==> config.mk <==
export PLATFORM = sky130hd
export DESIGN_NAME = fwd_hazard_unit
export DESIGN_NICKNAME = d
export VERILOG_FILES = /design/src/rtl/fwd_pkg.sv /design/src/rtl/fwd_port_sel.sv /design/src/rtl/fwd_hazard_unit.sv
export SDC_FILE = /design/constraint.sdc
export NUM_CORES = 1
export LEC_CHECK = 0
export ABC_AREA = 1
export CORE_ASPECT_RATIO = 1.2
export CORE_MARGIN = 4
export CORE_UTILIZATION = 24
export CTS_BUF_LIST = sky130_fd_sc_hd__clkbuf_16
export DETAILED_ROUTE_END_ITERATION = 12
export GPL_TIMING_DRIVEN = 0
export PLACE_DENSITY = 0.52
export REMOVE_ABC_BUFFERS = 1
export SETUP_SLACK_MARGIN = 0.05
export SLEW_MARGIN = 30
export SYNTH_ARGS = -nofsm -noshare
export SYNTH_HDL_FRONTEND = slang
export SYNTH_SLANG_ARGS = --single-unit
export TNS_END_PERCENT = 100
==> constraint.sdc <==
create_clock -name clk_i -period 4.5 [get_ports clk_i]
set_input_delay 1.35 -clock clk_i [delete_from_list [all_inputs] [get_ports clk_i]]
set_output_delay 1.35 -clock clk_i [all_outputs]
set_load 0.01 [all_outputs]
==> src/rtl/fwd_pkg.sv <==
`default_nettype none
// ============================================================================
//  Module  : fwd_pkg
//  Brief   : Shared types and constants for the EX-stage forwarding / hazard
//            unit (tracking entry layout, select encoding, select width).
//  Revision: 1.0  initial release
// ============================================================================
package fwd_pkg;

  // Widest register address a tracking entry can hold; narrower REG_AW
  // values are zero-extended into the entry.
  localparam int RD_W_MAX = 8;

  // Select value meaning "take the operand from the register file".
  localparam int SEL_RF   = 0;

  // Hard-wired zero register: never forwarded, never stalls.
  localparam int REG_ZERO = 0;

  // One in-flight destination record.
  typedef struct packed {
    logic                valid;
    logic                wb;
    logic                load;
    logic [RD_W_MAX-1:0] rd;
  } fwd_entry_t;

  // Width of one select field: encodes 0 (register file) .. num_fwd.
  function automatic int sel_width(input int num_fwd);
    return $clog2(num_fwd + 1);
  endfunction

endpackage
`default_nettype wire

==> src/rtl/fwd_port_sel.sv <==
`default_nettype none
// ============================================================================
//  Module  : fwd_port_sel
//  Brief   : Priority matcher for one EX read port. Finds the youngest
//            tracking entry writing the port's source register and returns
//            its stage index, or flags a load-use hazard when that producer
//            is a load whose data is not yet available.
//  Revision: 1.0  initial release
// ============================================================================
module fwd_port_sel import fwd_pkg::*; #(
  parameter  int REG_AW     = 5,
  parameter  int NUM_FWD    = 2,
  parameter  int LOAD_AVAIL = 2,
  localparam int SW         = sel_width(NUM_FWD)
) (
  input  logic              ex_valid_i,
  input  logic [REG_AW-1:0] rs_i,
  input  logic              rs_use_i,
  input  fwd_entry_t        ent_i [NUM_FWD],
  output logic [SW-1:0]     sel_o,
  output logic              hazard_o
);

  logic [RD_W_MAX-1:0] rs_ext;
  logic [NUM_FWD-1:0]  match;
  logic [SW-1:0]       sel_raw;
  logic                haz;

  assign rs_ext = RD_W_MAX'(rs_i);

  // Per-stage match: entry k (index 0 = stage 1) produces this port's operand.
  always_comb begin
    match = '0;
    for (int k = 0; k < NUM_FWD; k++) begin
      match[k] = ex_valid_i && rs_use_i && ent_i[k].valid && ent_i[k].wb &&
                 (ent_i[k].rd != RD_W_MAX'(REG_ZERO)) && (ent_i[k].rd == rs_ext);
    end
  end

  // Scan oldest to youngest so the youngest match overwrites; a young load
  // that is not yet forwardable blocks any older match (no fallback).
  always_comb begin
    sel_raw = SW'(SEL_RF);
    haz     = 1'b0;
    for (int k = NUM_FWD - 1; k >= 0; k--) begin
      if (match[k]) begin
        sel_raw = SW'(k + 1);
        haz     = ent_i[k].load && ((k + 1) < LOAD_AVAIL);
      end
    end
    sel_o    = haz ? SW'(SEL_RF) : sel_raw;
    hazard_o = haz;
  end

endmodule
`default_nettype wire

==> src/rtl/fwd_hazard_unit.sv <==
`default_nettype none
// ============================================================================
//  Module  : fwd_hazard_unit
//  Brief   : EX-stage forwarding select and load-use stall generator. Keeps a
//            shift-register copy of the destination registers of the NUM_FWD
//            instructions beyond EX and derives per-port operand mux selects
//            (youngest producer wins) plus a bubble-inserting stall.
//            Optional macro FWD_PERF_CNT_EN adds saturating stall/forward
//            performance counters (perf_stall_o, perf_fwd_o).
//  Revision: 1.0  initial release
// ============================================================================
module fwd_hazard_unit import fwd_pkg::*; #(
  parameter  int REG_AW     = 5,
  parameter  int NUM_RD     = 2,
  parameter  int NUM_FWD    = 2,
  parameter  int LOAD_AVAIL = 2,
  localparam int SW         = sel_width(NUM_FWD)
) (
  input  logic                     clk_i,
  input  logic                     rst_i,
  input  logic                     hold_i,
  input  logic                     flush_i,
  input  logic                     ex_valid_i,
  input  logic                     ex_wb_i,
  input  logic                     ex_load_i,
  input  logic [REG_AW-1:0]        ex_rd_i,
  input  logic [NUM_RD*REG_AW-1:0] ex_rs_i,
  input  logic [NUM_RD-1:0]        ex_rs_use_i,
  output logic [NUM_RD*SW-1:0]     fwd_sel_o,
  output logic                     stall_o
`ifdef FWD_PERF_CNT_EN
  ,
  output logic [31:0]              perf_stall_o,
  output logic [31:0]              perf_fwd_o
`endif
);

  // Reject configurations the tracking window cannot represent.
  generate
    if (NUM_FWD < 1 || NUM_RD < 1 || LOAD_AVAIL < 1) begin : g_param_err
      $error("fwd_hazard_unit: NUM_FWD, NUM_RD and LOAD_AVAIL must all be >= 1");
    end
    if (REG_AW > RD_W_MAX || REG_AW < 1) begin : g_aw_err
      $error("fwd_hazard_unit: REG_AW out of supported range");
    end
  endgenerate

  fwd_entry_t          t_q [NUM_FWD];
  fwd_entry_t          t_d [NUM_FWD];
  logic [NUM_RD-1:0]   hazard;

  // One priority matcher per read port.
  generate
    for (genvar p = 0; p < NUM_RD; p++) begin : g_port
      fwd_port_sel #(
        .REG_AW     (REG_AW),
        .NUM_FWD    (NUM_FWD),
        .LOAD_AVAIL (LOAD_AVAIL)
      ) u_port_sel (
        .ex_valid_i (ex_valid_i),
        .rs_i       (ex_rs_i[p*REG_AW +: REG_AW]),
        .rs_use_i   (ex_rs_use_i[p]),
        .ent_i      (t_q),
        .sel_o      (fwd_sel_o[p*SW +: SW]),
        .hazard_o   (hazard[p])
      );
    end
  endgenerate

  // A flush squashes the EX instruction, so it must not request a stall.
  assign stall_o = (|hazard) && !flush_i;

  // Next tracking state: flush beats hold beats shift; a stalled or invalid
  // EX slot enters stage 1 as an all-zero bubble.
  always_comb begin
    for (int k = 0; k < NUM_FWD; k++) begin
      t_d[k] = t_q[k];
    end
    if (flush_i) begin
      for (int k = 0; k < NUM_FWD; k++) begin
        t_d[k].valid = 1'b0;
      end
    end else if (!hold_i) begin
      for (int k = NUM_FWD - 1; k > 0; k--) begin
        t_d[k] = t_q[k-1];
      end
      if (ex_valid_i && !stall_o) begin
        t_d[0] = '{valid: 1'b1, wb: ex_wb_i, load: ex_load_i, rd: RD_W_MAX'(ex_rd_i)};
      end else begin
        t_d[0] = '0;
      end
    end
  end

  // Tracking register; asynchronous reset empties the window at once.
  always_ff @(posedge clk_i or negedge rst_i) begin
    if (!rst_i) begin
      for (int k = 0; k < NUM_FWD; k++) begin
        t_q[k] <= '0;
      end
    end else begin
      for (int k = 0; k < NUM_FWD; k++) begin
        t_q[k] <= t_d[k];
      end
    end
  end

`ifdef FWD_PERF_CNT_EN
  logic [31:0] perf_stall_q, perf_stall_d;
  logic [31:0] perf_fwd_q,   perf_fwd_d;

  // Saturating counters, advanced only on cycles the pipeline actually moves.
  always_comb begin
    perf_stall_d = perf_stall_q;
    perf_fwd_d   = perf_fwd_q;
    if (!hold_i && stall_o && (perf_stall_q != '1)) begin
      perf_stall_d = perf_stall_q + 32'd1;
    end
    if (!hold_i && (|fwd_sel_o) && (perf_fwd_q != '1)) begin
      perf_fwd_d = perf_fwd_q + 32'd1;
    end
  end

  // Counter registers: cleared by reset only, flush has no effect.
  always_ff @(posedge clk_i or negedge rst_i) begin
    if (!rst_i) begin
      perf_stall_q <= '0;
      perf_fwd_q   <= '0;
    end else begin
      perf_stall_q <= perf_stall_d;
      perf_fwd_q   <= perf_fwd_d;
    end
  end

  assign perf_stall_o = perf_stall_q;
  assign perf_fwd_o   = perf_fwd_q;
`endif

endmodule
`default_nettype wire
# Yosys cells after proc, flatten, opt, wreduce, memory -nomap -nowiden
# Cells that the tools add are included.
# totals
register_bits,22
in_bits,24
out_inout_bits,5
elab_cells,53
# classes
eq_ne,5
mux,12
n_bitwise,2
n_reduce_logical,26
# ops
operator,count
8-bit by 5-bit equality test with 1-bit output,4
22-bit two-way mux,1
1-bit logical AND,20
8-bit nonzero test,2
2-bit two-way mux,6
11-bit two-way mux,1
1-bit two-way mux,4
1-bit zero test,2
"2-bit by 1-bit != test with 1-bit output, second input constant",1
1-bit NOT,2
2-bit AND reduction,1
2-bit OR reduction,1

# Logic depth before layout (Yosys ltp)
# Gate-level depths: netlist of run 1.
# logic_depth
depth_word,13
depth_mapped,11
ltp_nobuf,11

# Modules after synthesis
# A second synthesis of run 1 with hierarchy kept.
# unflattened
cells_unflattened,195
area_unflattened_um2,1201.2
# modules_own_cells
mod,n_inst,cells_per_inst,area_each_um2,seq_area_each_um2
fwd_hazard_unit,1,73,663.1,400.4
fwd_port_sel,2,61,269.0,0.0

# Worst setup path after synthesis of run 1
# Ideal clock, no wire load.
# synth_timing
path_type,input port to output port
start,input ex_rs_use_i[0]
end,output stall_o
arrival_ns,1.954
t_required_ns,3.150
path_slack_ns,1.196
path_stages,8
path_buffers,0
path_cell_list,nand2_1 -> a21oi_1 -> nand2_1 -> nor2_1 -> nand2_2 -> nand2_2 -> nand2_4 -> inv_2
# synth_between
elab_chain_len,8
# synth_lines
element,line_no,rtl
"start, declared",fwd_hazard_unit.sv:28,"input logic [NUM_RD-1:0] ex_rs_use_i,"
1-bit logical AND (4 in a row),fwd_port_sel.sv:35,match[k] = ex_valid_i && rs_use_i && ent_i[k].valid && ent_i[k].wb &&
1-bit logical AND,fwd_port_sel.sv:36,(ent_i[k].rd != RD_W_MAX'(REG_ZERO)) && (ent_i[k].rd == rs_ext);
1-bit two-way mux,fwd_port_sel.sv:46,if (match[k]) begin
2-bit OR reduction,fwd_hazard_unit.sv:71,assign stall_o = (|hazard) && !flush_i;
1-bit logical AND,fwd_hazard_unit.sv:71,
"end, declared",fwd_hazard_unit.sv:30,output logic stall_o
# No other way between the ends.

# Worst setup path in the final report of run 1
# layout_timing
start,input ex_rs_i[1]
end,output fwd_sel_o[0]
# layout_between
elab_chain_len,4
elab_cells_between_ends,5
classes_between,1 x eq/ne; 3 x mux; 1 x reduce/logical
# layout_lines
element,line_no,rtl
"start, declared",fwd_hazard_unit.sv:27,"input logic [NUM_RD*REG_AW-1:0] ex_rs_i,"
8-bit by 5-bit equality test with 1-bit output *,fwd_port_sel.sv:36,
1-bit logical AND *,fwd_port_sel.sv:36,
2-bit two-way mux or 1-bit two-way mux (tied branches),fwd_port_sel.sv:46,
2-bit two-way mux *,fwd_port_sel.sv:51,sel_o = haz ? SW'(SEL_RF) : sel_raw;
"end, declared",fwd_hazard_unit.sv:29,"output logic [NUM_RD*SW-1:0] fwd_sel_o,"
# Mark *: on every way between the ends. The rest lies on a longest branch, timed or not.

==> results of run 1 <==
[placed cells by master, fill, tap and decap left out]
cell type	n
nand2_1	46
clkdlybuf4s50_1	22
inv_1	19
dfrtp_1	15
nor2_1	11
nand3_1	10
xnor2_1	8
o21ai_0	6
nand2_2	5
inv_2	4
nor3_1	4
dlymetal6s2s_1	4
o22ai_1	3
nand4_1	3
clkbuf_16	3
nor2_2	2
a21oi_2	2
xor2_1	2
dlygate4sd2_1	2
a21oi_1	1
or2_1	1
clkinv_1	1
nand2_4	1
nor2_8	1
o21ai_2	1
clkinv_2	1
[stage by stage]
stage                     worst slack [ns]  TNS (ns)
final                               0.1688         0
after global routing               0.06876         0
after CTS                          0.07458         0
after detailed placement          -0.04602  -0.04602
after global placement            -0.03348  -0.03348
after floorplan                      1.196         0
[logic make-up after synthesis]
family                    Yosys count  synth area share
and+or+nand+nor                    84            0.3730
buffers and inverters              26           0.09665
DFF                                15            0.3717
AOI/OAI and AO/OA                  13           0.07187
xor gates and xnor gates           10           0.08675
[power groups by stage]
stage | Clock [mW] | Combinational, mW | Sequential [mW]
after global placement | 0 | 0.0902 | 0.170
after detailed placement | 0 | 0.0905 | 0.170
final | 0.172 | 0.0905 | 0.168
after floorplan | 0 | 0.0541 | 0.165
after CTS | 0.178 | 0.0923 | 0.168
after global routing | 0.183 | 0.104 | 0.171
[repair_timing]
action	CTS	global route
endpoints found under the setup margin	2	3
resized for setup	7	4
pin swaps	0	1
gates cloned	0	0
[per-layer routing]
metal | GRT usage | vias up
met3 | 0.02122 | 7
li1 | - | 520
met2 | 0.2016 | 19
met5 | 0 | -
met4 | 0.05071 | 0
met1 | 0.1391 | 442
[final cells by class]
class | count | area (µm²)
repair buffers | 28 | 287.8
well taps | 54 | 67.56
clock inverters | 1 | 5.005
clock buffers | 3 | 75.07
flip-flops and latches | 15 | 375.4
inverters | 24 | 90.09
fillers | 459 | 2551
multi-input cells | 107 | 551.8
[final timing paths]
check                           slack, ns            to  startpoint  cells past startpoint
worst max-delay path                 0.17  fwd_sel_o[0]  ex_rs_i[1]                      8
worst min-delay path                 0.53       t_q[20]     t_q[20]                      2
worst max register to register       3.09       t_q[21]     t_q[12]                     11
worst min register to register       0.53       t_q[20]     t_q[20]                      2
max in group asynchronous            2.55        t_q[1]       rst_i                      1
min in group asynchronous            1.52       t_q[14]       rst_i                      1
[worst max-delay path: cells and delay by family]
kind                   cells  cell delay [ns]
AND/OR/NAND/NOR            4             0.38
AO/OA/AOI/OAI              1             0.14
buffers and inverters      3             1.11
[cell usage after synthesis (3+ instances only)]
cell and number:
nor2_1 12, nand2_2 3, dfrtp_1 15, xnor2_1 8
nor3_1 4, nand4_1 3, a21oi_1 3, nand2_1 48
nand3_1 10, o22ai_1 3, inv_1 19, o21ai_0 6
inv_2 4
==> impl_metrics.yaml, run 1 <==
run_status:
  outcome: "finished clean"
grt:
  grt_pass1_vias: 1042
  track_usage: 0.1172
  grt_pass1_wl_um: 4678
  grt.overflow.total: 0
  grt_max_degree: 16
  antenna_found_initial: 0
timing:
  skew_ns: 0.002468
  max_slew_margin: 0.5447
  tightest_slew_ns: 0.6809
  layout_min_cycle_time_ns: 4.331
  setup_viol_count_final: 0
  fmax_ghz: 0.2309
  drv_slew: 0
  fin_crit_sh: 0.9625
  finalHoldViolations: 0
  timing.hold.ws_ns: 0.5265
  grt_setup_unrepaired: "no"
floorplan:
  die-area_um2: 5313
  std_cell_rows: 25
  start_util: 0.2522
  io_pins: 29
  core_um2: 4004
  die_w_um: 67.21
  dieHeight_um: 79.06
final_layout:
  regMostFlops: "t_q"
  fin_util: 0.3628
  layout.nets: 203
  antenna_cells: 0
  largest_reg_flops: 15
  syn_to_final_growth_pct: 43.87
  fin_cells: 232
  design_area_um2: 1453
  layout-drive-gt1-share: 0.1124
  largest_registers: "t_q (15)"
setup_path:
  worstPathCellList: "clkdlybuf4s50_1 > inv_1 > a21oi_2 > nand2_1 > nor2_1 > nand2_2 > nor2_1 > clkdlybuf4s50_1"
  critPathCaptureType: "primary output"
  required_ns: 3.15
  arrival_ns: 2.98
  critPathSlowestCell: "clkdlybuf4s50_1"
  crit_path_start_kind: "input port"
  path_class: "input port to primary output"
  critPathMaxFanout: 3
  slowest_delay_ns: 0.54
pwr:
  finalPower_uw: 430.3
  p_int_uw: 313.3
  p_clk_frac: 0.400
  p_sw_frac: 0.2719
  power_frac_comb: 0.210
  vdd_drop_max_mv: 0.1378
  netSwitchingPower_uw: 117.0
  pwr-share-seq: 0.390
  leakage_nw: 0.7770
  p_per_area_nw_per_um2: 296.2
drt:
  met2WireLength_um: 1407
  drtIter0Drc: 37
  wl_met1_um: 1153
  num_vias: 988
  drc_errors: 0
  via_per_inst: 4.259
  first_pass_iters: 4
  highest_layer: "met4"
  wl_um: 2746
  antenna_left: 0
  avgRoutedWirePerCell_um: 11.84
  wl_met3_um: 112
logic_synthesis:
  synthFlopType: "dfrtp_1"
  ys.warnings.count: 0
  synth_area_um2: 1010
  yosysTopAreaCell: "dfrtp_1"
  syn_avg_cell_area_um2: 6.822
  ys_seq_area_frac: 0.3717
  synth_edf_count: 0
  ys_async_sr_fraction: 1.000
  yosysTopAreaCellShare: 0.3717
  syn_inst: 148
  synth.area.top_cells: "dfrtp_1 (37%), nand2_1 (18%), inv_1 (7.1%)"
  synth_seq_cells: 15
  ys_types: 21
clock_tree:
  clk_pin_slew_ns: 0.05
  htree_num_levels: 1
  cts_tree: "built"
  cts_root_buf: "clkbuf_16"
  cts_inserted_buffers: 3
  cts.sinks: 15
  postCtsSetupBuffers: 0
  clk_latency_ns: 0.24
  cts_buffer_depth: 2
  holdBufCountCts: 0
placement:
  post-place-cells: 228
  gp_congestion: 0.7897
  hpwl_um: 2220
  post_dp_cell_area_um2: 1350
  port_buffers: 28
hold_path:
  hp-class: "flip-flop to flip-flop"
job:
  drv_cap: 0
Power figures use the tool's default switching activity.
==> run 2, diff against run 1 <==
REMOVE_ABC_BUFFERS = not set   (was 1)
==> run 2 against run 1 <==
Against the previous run: first-iteration DRC count increased by 41%; clock power about the same; die area unchanged; sequential power hardly changed; register-to-register slack is essentially flat; total power up 0.15%; wire length is 2.9% higher; final cell count is 0.86% higher; critical endpoint is now stall_o; largest cell class unchanged; global-route usage is 0.48 points higher.
==> impl_metrics.yaml, run 2 (synthesis gave the netlist of run 1 again) <==
logic_synthesis:
  syn_nets: 172
drt:
  met2WireLength_um: 1458
  num_vias: 990
  wl_um: 2825
  via_per_inst: 4.231
  wl_met3_um: 96
  highest_layer: "met4"
  drtIter0Drc: 52
  antenna_left: 0
  first_pass_iters: 4
  avgRoutedWirePerCell_um: 12.07
  drc_errors: 0
  wl_met1_um: 1217
run_status:
  outcome: "finished clean"
floorplan:
  die_w_um: 67.21
  std_cell_rows: 25
  start_util: 0.2522
  core_um2: 4004
  dieHeight_um: 79.06
  die-area_um2: 5313
  io_pins: 29
placement:
  place_ws_ns: -0.01413
  post-place-cells: 230
  port_buffers: 28
  gp_congestion: 0.8157
  hpwl_um: 2289
  post_dp_cell_area_um2: 1358
timing:
  finalHoldViolations: 0
  tightest_slew_ns: 0.7088
  timing.hold.ws_ns: 0.5142
  drv_slew: 0
  finalWorstSetupSlack_ns: 0.2984
  layout_min_cycle_time_ns: 4.202
  skew_ns: 0.002244
  fin_crit_sh: 0.9337
  fmax_ghz: 0.2380
  max_slew_margin: 0.5260
  setup_viol_count_final: 0
  setup_tns_ns: 0
  grt_setup_unrepaired: "no"
clock_tree:
  cts_buffer_depth: 2
  postCtsSetupBuffers: 0
  post_cts_resized: 3
  cts_root_buf: "clkbuf_16"
  clk_pin_slew_ns: 0.05
  cts_tree: "built"
  clk_latency_ns: 0.25
  cts_inserted_buffers: 3
  htree_num_levels: 1
  cts.sinks: 15
  holdBufCountCts: 0
final_layout:
  syn_to_final_growth_pct: 43.99
  regMostFlops: "t_q"
  layout-drive-gt1-share: 0.08889
  antenna_cells: 0
  fillers: 486
  fin_util: 0.3631
  largest_reg_flops: 15
  layout_commonest_cell: "nand2_1"
  seqCellArea_um2: 375.4
  multi_input_area_um2: 545.5
  design_area_um2: 1454
  fin_cells: 234
  largest_registers: "t_q (15)"
  final_cell_mix: "nand2_1 (48), clkdlybuf4s50_1 (23), inv_1 (20), dfrtp_1 (15), nor2_1 (12)"
  layout.nets: 205
pwr:
  power_frac_comb: 0.211
  vdd_drop_max_mv: 0.1529
  pwr-share-seq: 0.390
  leakage_nw: 0.7901
  p_clk_frac: 0.399
  p_int_uw: 312.9
  p_sw_frac: 0.2738
  netSwitchingPower_uw: 118.0
  finalPower_uw: 430.9
  p_per_area_nw_per_um2: 296.4
grt:
  grt_pass1_vias: 1085
  track_usage: 0.1220
  grt.overflow.total: 0
  grt_pass1_wl_um: 4843
  antenna_found_initial: 0
  grt_max_degree: 16
setup_path:
  arrival_ns: 2.85
  critPathCaptureType: "primary output"
  slowest_delay_ns: 0.51
  crit_path_start_kind: "input port"
  path_class: "input port to primary output"
  critPathTopFamily: "buffers and inverters"
  critPathMaxFanout: 9
  cp_num_buf_inv: 3
  critPathSlowestCell: "clkdlybuf4s50_1"
  worstPathCellList: "clkdlybuf4s50_1 > nand2_1 > a21oi_1 > nand2_1 > nor2_1 > nand2_2 > nand2_2 > nand2_4 > inv_2 > dlygate4sd2_1"
  required_ns: 3.15
hold_path:
  hp-class: "flip-flop to flip-flop"
job:
  drv_cap: 0
run 2: layout make-up:
cell class                      instances  area share
Clock inverter                          1    0.002582
Timing Repair Buffer                   28      0.1988
Sequential cell                        15      0.2582
Multi-Input combinational cell        107      0.3752
Buffer                                  2    0.005164
Tap cell                               54     0.04647
Clock buffer                            3     0.05164
Inverter                               24     0.06196
run 2: power groups by stage:
stage | Sequential [mW] | Clock (mW) | Combinational [mW]
6_report | 0.168 | 0.172 | 0.0910
5_1_grt | 0.171 | 0.182 | 0.106
4_1_cts | 0.168 | 0.175 | 0.0929
3_5_place_dp | 0.170 | 0 | 0.0914
3_3_place_gp | 0.170 | 0 | 0.0905
2_1_floorplan | 0.165 | 0 | 0.0546
run 2: tightest hold or removal path, stage by stage, from the launching register on:
cell     delay (ns)
dfrtp_1        0.36
nand2_1        0.06
o21ai_0        0.06
run 2: path summary, 6_finish.rpt:
| check | cells past startpoint | start | slack (ns) | to |
|---|---|---|---|---|
| max in group asynchronous | 1 | rst_i | 2.52 | t_q[9] |
| worst min register to register | 2 | t_q[20] | 0.51 | t_q[9] |
| worst max-delay path | 10 | ex_valid_i | 0.30 | stall_o |
| min in group asynchronous | 1 | rst_i | 1.53 | t_q[13] |
| worst min-delay path | 2 | t_q[20] | 0.51 | t_q[9] |
| worst max register to register | 8 | t_q[12] | 3.10 | t_q[14] |
run 2: layer usage:
layer  up-vias  global-route usage
met4         0             0.05477
met2        16              0.2075
li1        524                   -
met5         -                   0
met3         5             0.01839
met1       445              0.1484
==> run 3, diff against run 2 <==
CAP_MARGIN = 5   (was not set)
==> results of run 3 <==
Same layout as run 2: the final DEF is identical, and so are final timing and power.
